<file path="config.mk">
export PLATFORM = sky130hd
export DESIGN_NAME = micro_sequencer
export DESIGN_NICKNAME = d
export VERILOG_FILES = /design/src/rtl/micro_sequencer.sv
export SDC_FILE = /design/constraint.sdc
export NUM_CORES = 1
export LEC_CHECK = 0
export CORE_MARGIN = 2
export CORE_UTILIZATION = 45
export DETAILED_ROUTE_END_ITERATION = 10
export PLACE_DENSITY_LB_ADDON = 0.25
export SYNTH_ARGS = -nofsm -noshare
export SYNTH_HDL_FRONTEND = slang
export SYNTH_SLANG_ARGS = --single-unit
</file>
<file path="constraint.sdc">
create_clock -name clk -period 4.4 [get_ports clk]
set_clock_uncertainty 0.1 [all_clocks]
set_input_delay 0.44 -clock clk [delete_from_list [all_inputs] [get_ports clk]]
set_output_delay 0.44 -clock clk [all_outputs]
set_load 0.005 [all_outputs]
</file>
<file path="src/rtl/micro_sequencer.sv">
// Microprogram sequencer: decodes the branch field of the current microinstruction
// and drives a registered next-address request with a 4-deep return stack.
module micro_sequencer #(
    parameter logic [10:0] RESET_VECTOR = 11'h000
) (
    input  logic        clk,
    input  logic        nReset,
    input  logic [10:0] PC,
    input  logic [2:0]  branchType,
    input  logic [10:0] branchAdd,
    input  logic [3:0]  flags,
    input  logic [1:0]  condSel,
    input  logic        condPol,
    input  logic        stall,
    input  logic        resume,
    output logic        inc,
    output logic [10:0] nextAdd,
    output logic        preLoad,
    output logic        blockingPC,
    output logic        halted,
    output logic        stackErr,
    output logic [2:0]  depth
);

    localparam logic [2:0] ST_BOOT   = 3'd0;
    localparam logic [2:0] ST_DECODE = 3'd1;
    localparam logic [2:0] ST_ISSUE  = 3'd2;
    localparam logic [2:0] ST_SETTLE = 3'd3;
    localparam logic [2:0] ST_HALT   = 3'd4;

    localparam logic [2:0] BR_NEXT     = 3'b000;
    localparam logic [2:0] BR_JMP      = 3'b001;
    localparam logic [2:0] BR_JCOND    = 3'b010;
    localparam logic [2:0] BR_SKIPCOND = 3'b011;
    localparam logic [2:0] BR_CALL     = 3'b100;
    localparam logic [2:0] BR_RET      = 3'b101;
    localparam logic [2:0] BR_HALT     = 3'b110;

    localparam logic [2:0] STACK_FULL = 3'd4;

    logic [2:0]  state;
    logic [10:0] stack_mem [4];
    logic [10:0] pc_plus1;
    logic [10:0] stack_top;
    logic        cond;

    // Wraps at 11 bits, so a CALL from 11'h7FF returns to 11'h000.
    assign pc_plus1  = PC + 11'd1;
    assign stack_top = stack_mem[depth[1:0] - 2'd1];
    assign cond      = flags[condSel] ^ condPol;

    // NOTE: every register here, including the stack entries, is updated with
    // non-blocking assignments so all of them see the same pre-edge values.
    always_ff @(posedge clk or negedge nReset) begin
        if (!nReset) begin
            state      <= ST_BOOT;
            inc        <= 1'b0;
            nextAdd    <= 11'h000;
            preLoad    <= 1'b0;
            blockingPC <= 1'b0;
            halted     <= 1'b0;
            stackErr   <= 1'b0;
            depth      <= 3'd0;
            // NOTE: the stack storage is reset too, so nothing pushed before a
            // reset can ever be popped afterwards.
            for (int i = 0; i < 4; i++) begin
                stack_mem[i] <= 11'h000;
            end
        end else begin
            inc <= 1'b0;
            case (state)
                ST_BOOT: begin
                    nextAdd    <= RESET_VECTOR;
                    blockingPC <= 1'b1;
                    preLoad    <= 1'b0;
                    inc        <= 1'b1;
                    state      <= ST_ISSUE;
                end

                ST_ISSUE:  state <= ST_SETTLE;
                ST_SETTLE: state <= ST_DECODE;

                ST_DECODE: begin
                    if (!stall) begin
                        // Default path is an ISSUE; error and HALT arms override it.
                        inc   <= 1'b1;
                        state <= ST_ISSUE;
                        case (branchType)
                            BR_JMP: begin
                                blockingPC <= 1'b1;
                                preLoad    <= 1'b0;
                                nextAdd    <= branchAdd;
                            end
                            BR_JCOND: begin
                                blockingPC <= cond;
                                preLoad    <= 1'b0;
                                nextAdd    <= cond ? branchAdd : pc_plus1;
                            end
                            BR_SKIPCOND: begin
                                blockingPC <= 1'b0;
                                preLoad    <= cond;
                                nextAdd    <= pc_plus1;
                            end
                            BR_CALL: begin
                                if (depth == STACK_FULL) begin
                                    inc      <= 1'b0;
                                    stackErr <= 1'b1;
                                    halted   <= 1'b1;
                                    state    <= ST_HALT;
                                end else begin
                                    stack_mem[depth[1:0]] <= pc_plus1;
                                    depth      <= depth + 3'd1;
                                    blockingPC <= 1'b1;
                                    preLoad    <= 1'b0;
                                    nextAdd    <= branchAdd;
                                end
                            end
                            BR_RET: begin
                                if (depth == 3'd0) begin
                                    inc      <= 1'b0;
                                    stackErr <= 1'b1;
                                    halted   <= 1'b1;
                                    state    <= ST_HALT;
                                end else begin
                                    depth      <= depth - 3'd1;
                                    blockingPC <= 1'b1;
                                    preLoad    <= 1'b0;
                                    nextAdd    <= stack_top;
                                end
                            end
                            BR_HALT: begin
                                inc    <= 1'b0;
                                halted <= 1'b1;
                                state  <= ST_HALT;
                            end
                            default: begin
                                blockingPC <= 1'b0;
                                preLoad    <= 1'b0;
                                nextAdd    <= pc_plus1;
                            end
                        endcase
                    end
                end

                ST_HALT: begin
                    if (resume) begin
                        halted     <= 1'b0;
                        blockingPC <= 1'b0;
                        preLoad    <= 1'b0;
                        nextAdd    <= pc_plus1;
                        inc        <= 1'b1;
                        state      <= ST_ISSUE;
                    end
                end

                default: state <= ST_BOOT;
            endcase
        end
    end

endmodule

</file>
==> summary.md <==
| Metric | Value |
|---|---|
| Outcome | `finished, final reports clean` |
| Syn-to-layout area delta | `23.4%` |
| Maximum level of the CTS H-tree | `3` |
| # Post-CTS Setup Buffers | `0` |
| Post-CTS sizing | `0` |
| Met3 WL post-DR | `415 um` |
| Crit end category | `flop` |
| Combinational power share | `0.348` |
| Worst setup path endpoint | `nextAdd[1]` |
| Critical-path top delay cell | `dfrtp_1` |
| CTS Hold Bufs | `0` |
| CP Depth | `7` |
| Die height | `91.4 um` |
| Nets | `415` |
| CTS Buf Count | `9` |
| Dpl ws | `1.35 ns` |
| Switching power of the nets | `0.000831 W` |
| R2R setup slack | `1.38 ns` |
| FFs w/ async S/R, synth | `1.00` |
| Max-Cap Viols | `0` |
| Relative slew margins | `0.443` |
| Final HPWL DP | `5730 um` |
| DRT Wirelength | `7830 um` |
| Number of flops mapped to enable cells by yosys | `0` |
| Synth cell types | `51` |
| Vias in the first global route | `2669` |
| Drt first pass iters | `4` |
| Final period util | `0.686` |
| Commonest non-fill, non-tap cell in the layout | `dfrtp_1` |
| Core Region | `7330 um2` |
| CTS root buf | `clkbuf_8` |
| R2R Path Start | `depth[0]` |
| Final hold violation count | `0` |
| Lkg Pwr | `1.73 nW` |
| Arr. time, crit path | `3.18 ns` |
| Worst path required time | `4.56 ns` |
| Skew-Pair Late Insertion Delay | `0.35 ns` |
| WP buf/inv | `1` |
| Post-Synthesis Cells | `324` |
| Clock Power Share | `0.232` |
| WL per Instance | `16.4 um` |
| Slew Viols, Final | `0` |
| Commonest non-fill, non-tap cells in the layout | `66 x dfrtp_1, 59 x nand2_1, 53 x clkdlybuf4s50_1` |
| Mean Syn Cell Area | `10.6 um2` |
| Top FF cell, synth | `dfrtp_1` |
| Die width | `91.4 um` |
| Filler cells | `595` |
| I/O pin total | `55` |
| Share of layout cells above drive strength 1 | `0.119` |
| Worst setup margin | `1.38 ns` |
| VDD IR-drop max | `207 uV` |
| Final setup violation count | `0` |
| Buffers added on ports | `54` |
| Switch share | `0.333` |
| M1 WL | `3810 um` |
| Residual DRC | `0` |
| Reg clk slew, reported paths | `0.08 ns` |
| Worst min path class | `in2async` |
| DR WL met2 | `3470 um` |
| CTS Buffer Depth | `2` |
| Post-route ant nets | `0` |
| Inserted Diodes | `0` |
| # rows | `31` |
| Max Fclk | `0.331 GHz` |
| Crit path cell chain | `inv_1 -> ha_1 -> a21oi_2 -> o22ai_4 -> nor2b_1 -> nand2_1 -> o211ai_1` |
| Total die area | `8360 um2` |
| Vias/cell | `5.64` |
| Mapped cell area | `3440 um2` |
| Max Used Layer | `met4` |
| Crit-path max FO | `15` |
| Initial Utilization | `0.469` |
| First-pass GRT wire length | `13200 um` |
| Worst slew pin tran | `0.834 ns` |
| Crit path kind | `reg2reg` |
| Worst Setup SP | `depth[0]` |
| Routed vias | `2690` |
| Reg2Reg Depth | `7` |
| Flop pwr share | `0.419` |
| Delay-heaviest family, CP | `flip-flops` |
| Int Pwr | `0.00167 W` |
| Synth Register Bits | `66` |
| TritonCTS clock tree | `built` |
| RePlAce Congestion | `0.872` |
| Syn_nets | `366` |
| CP Launch Type | `flop` |
| GRT Overall Usage | `0.200` |
| Seq/Total Area, Yosys | `0.480` |
| 1st-iter DRT viols | `139` |
| Pwr/cell area | `589 nW/um2` |
| Initial antenna violation count | `0` |
| Max stage delay on crit path | `0.82 ns` |
| Crit path time final | `3.02 ns` |
| Yosys warns | `0` |
| GRT Residual Overflow | `0` |
| FF-to-FF End | `nextAdd[1]` |
| RSZ-0062 raised after global routing | `no` |
| Setup TNS Final | `0 ns` |
| Largest net degree at the start of global routing | `67` |
| CTS Sinks | `66` |
-- worst min-delay path by stage --
stage / start / to / slack (ns) / cells after the start
detailed placement: stackErr / stackErr / 0.38 / 1
floorplan: nReset / blockingPC / 0.04 / 0
finish: nReset / state[2] / 0.14 / 2
CTS: nReset / state[1] / 0.19 / 2
global placement: stack_mem[11] / stack_mem[11] / 0.36 / 2
global route: nReset / state[1] / 0.22 / 2
-- sequential cells by signal (all words and copies together) (netlist names) --
signal	cells
state	3
halted	1
depth	3
blockingPC	1
nextAdd	11
stack_mem	44
stackErr	1
preLoad	1
inc	1
-- per-stage QoR --
| stage | total power (W) | hold slack, ns | utilization | std cells | instance area (um2) |
|---|---|---|---|---|---|
| floorplan | 0.00159 | 0.0444 | - | 324 | 3440 |
| global placement | 0.00190 | 0.363 | 0.548 | 461 | 4020 |
| detailed placement | 0.00193 | 0.375 | 0.548 | 461 | 4020 |
| CTS | 0.00251 | 0.189 | 0.579 | 477 | 4240 |
| global route | 0.00266 | 0.224 | 0.579 | 477 | 4240 |
| finish | 0.00250 | 0.141 | 0.579 | 477 | 4240 |
-- cell usage after synthesis (5+ instances only) --
master / n / area [um2]
o211ai_1: 10 / 75.1
buf_2: 13 / 65.1
dfrtp_1: 66 / 1650
nand4_1: 14 / 87.6
nor2_1: 9 / 33.8
a22oi_1: 5 / 37.5
a21oi_1: 11 / 55.1
o21ai_1: 40 / 200
xor2_1: 10 / 87.6
ha_1: 5 / 62.6
inv_1: 6 / 22.5
mux4_2: 12 / 270
nand2_1: 59 / 221
nand3_1: 9 / 45.0
-- power groups by stage --
| stage | combinational [W] | clock [W] | sequential (W) |
|---|---|---|---|
| after global placement | 0.000854 | 0 | 0.00105 |
| after detailed placement | 0.000877 | 0 | 0.00105 |
| after CTS | 0.000879 | 0.000586 | 0.00104 |
| final | 0.000870 | 0.000580 | 0.00105 |
| after floorplan | 0.000622 | 0 | 0.000971 |
| after global routing | 0.000961 | 0.000617 | 0.00108 |
-- metal layers --
layer / vias up / GRT usage
li1: 1297 / -
met1: 1291 / 0.284
met2: 87 / 0.299
met3: 15 / 0.0490
met4: 0 / 0.0732
met5: - / 0
-- cell families (layout without fill, tap and decap cells) --
group                      after synthesis  in the layout  synth area share
muxes                                   17             17            0.0946
xor gates and xnor gates                15             15            0.0404
DFF                                     66             66             0.480
adders and majority gates                6              6            0.0240
buffers and inverters                   23             77            0.0331
and+or+nand+nor                        107            107             0.154
AOI/OAI and AO/OA                       90             90             0.174
-- worst reg2reg max path: cells and delay by family (launching register included) --
kind            cells  cell delay, ns
flops               1            0.82
simple gates        2            0.81
compound gates      3            0.58
fa+ha+maj           1            0.37
buf+inv             1            0.27
-- final cells by class --
| type | instances | area [um2] | area share |
|---|---|---|---|
| multi-input cells | 235 | 1670 | 0.395 |
| well taps | 99 | 124 | 0.0292 |
| repair buffers | 55 | 543 | 0.128 |
| clock inverters | 6 | 90.1 | 0.0212 |
| flip-flops and latches | 66 | 1650 | 0.389 |
| inverters | 6 | 22.5 | 0.00531 |
| clock buffers | 10 | 138 | 0.0324 |
No activity file was read; power rests on OpenSTA's default activity.
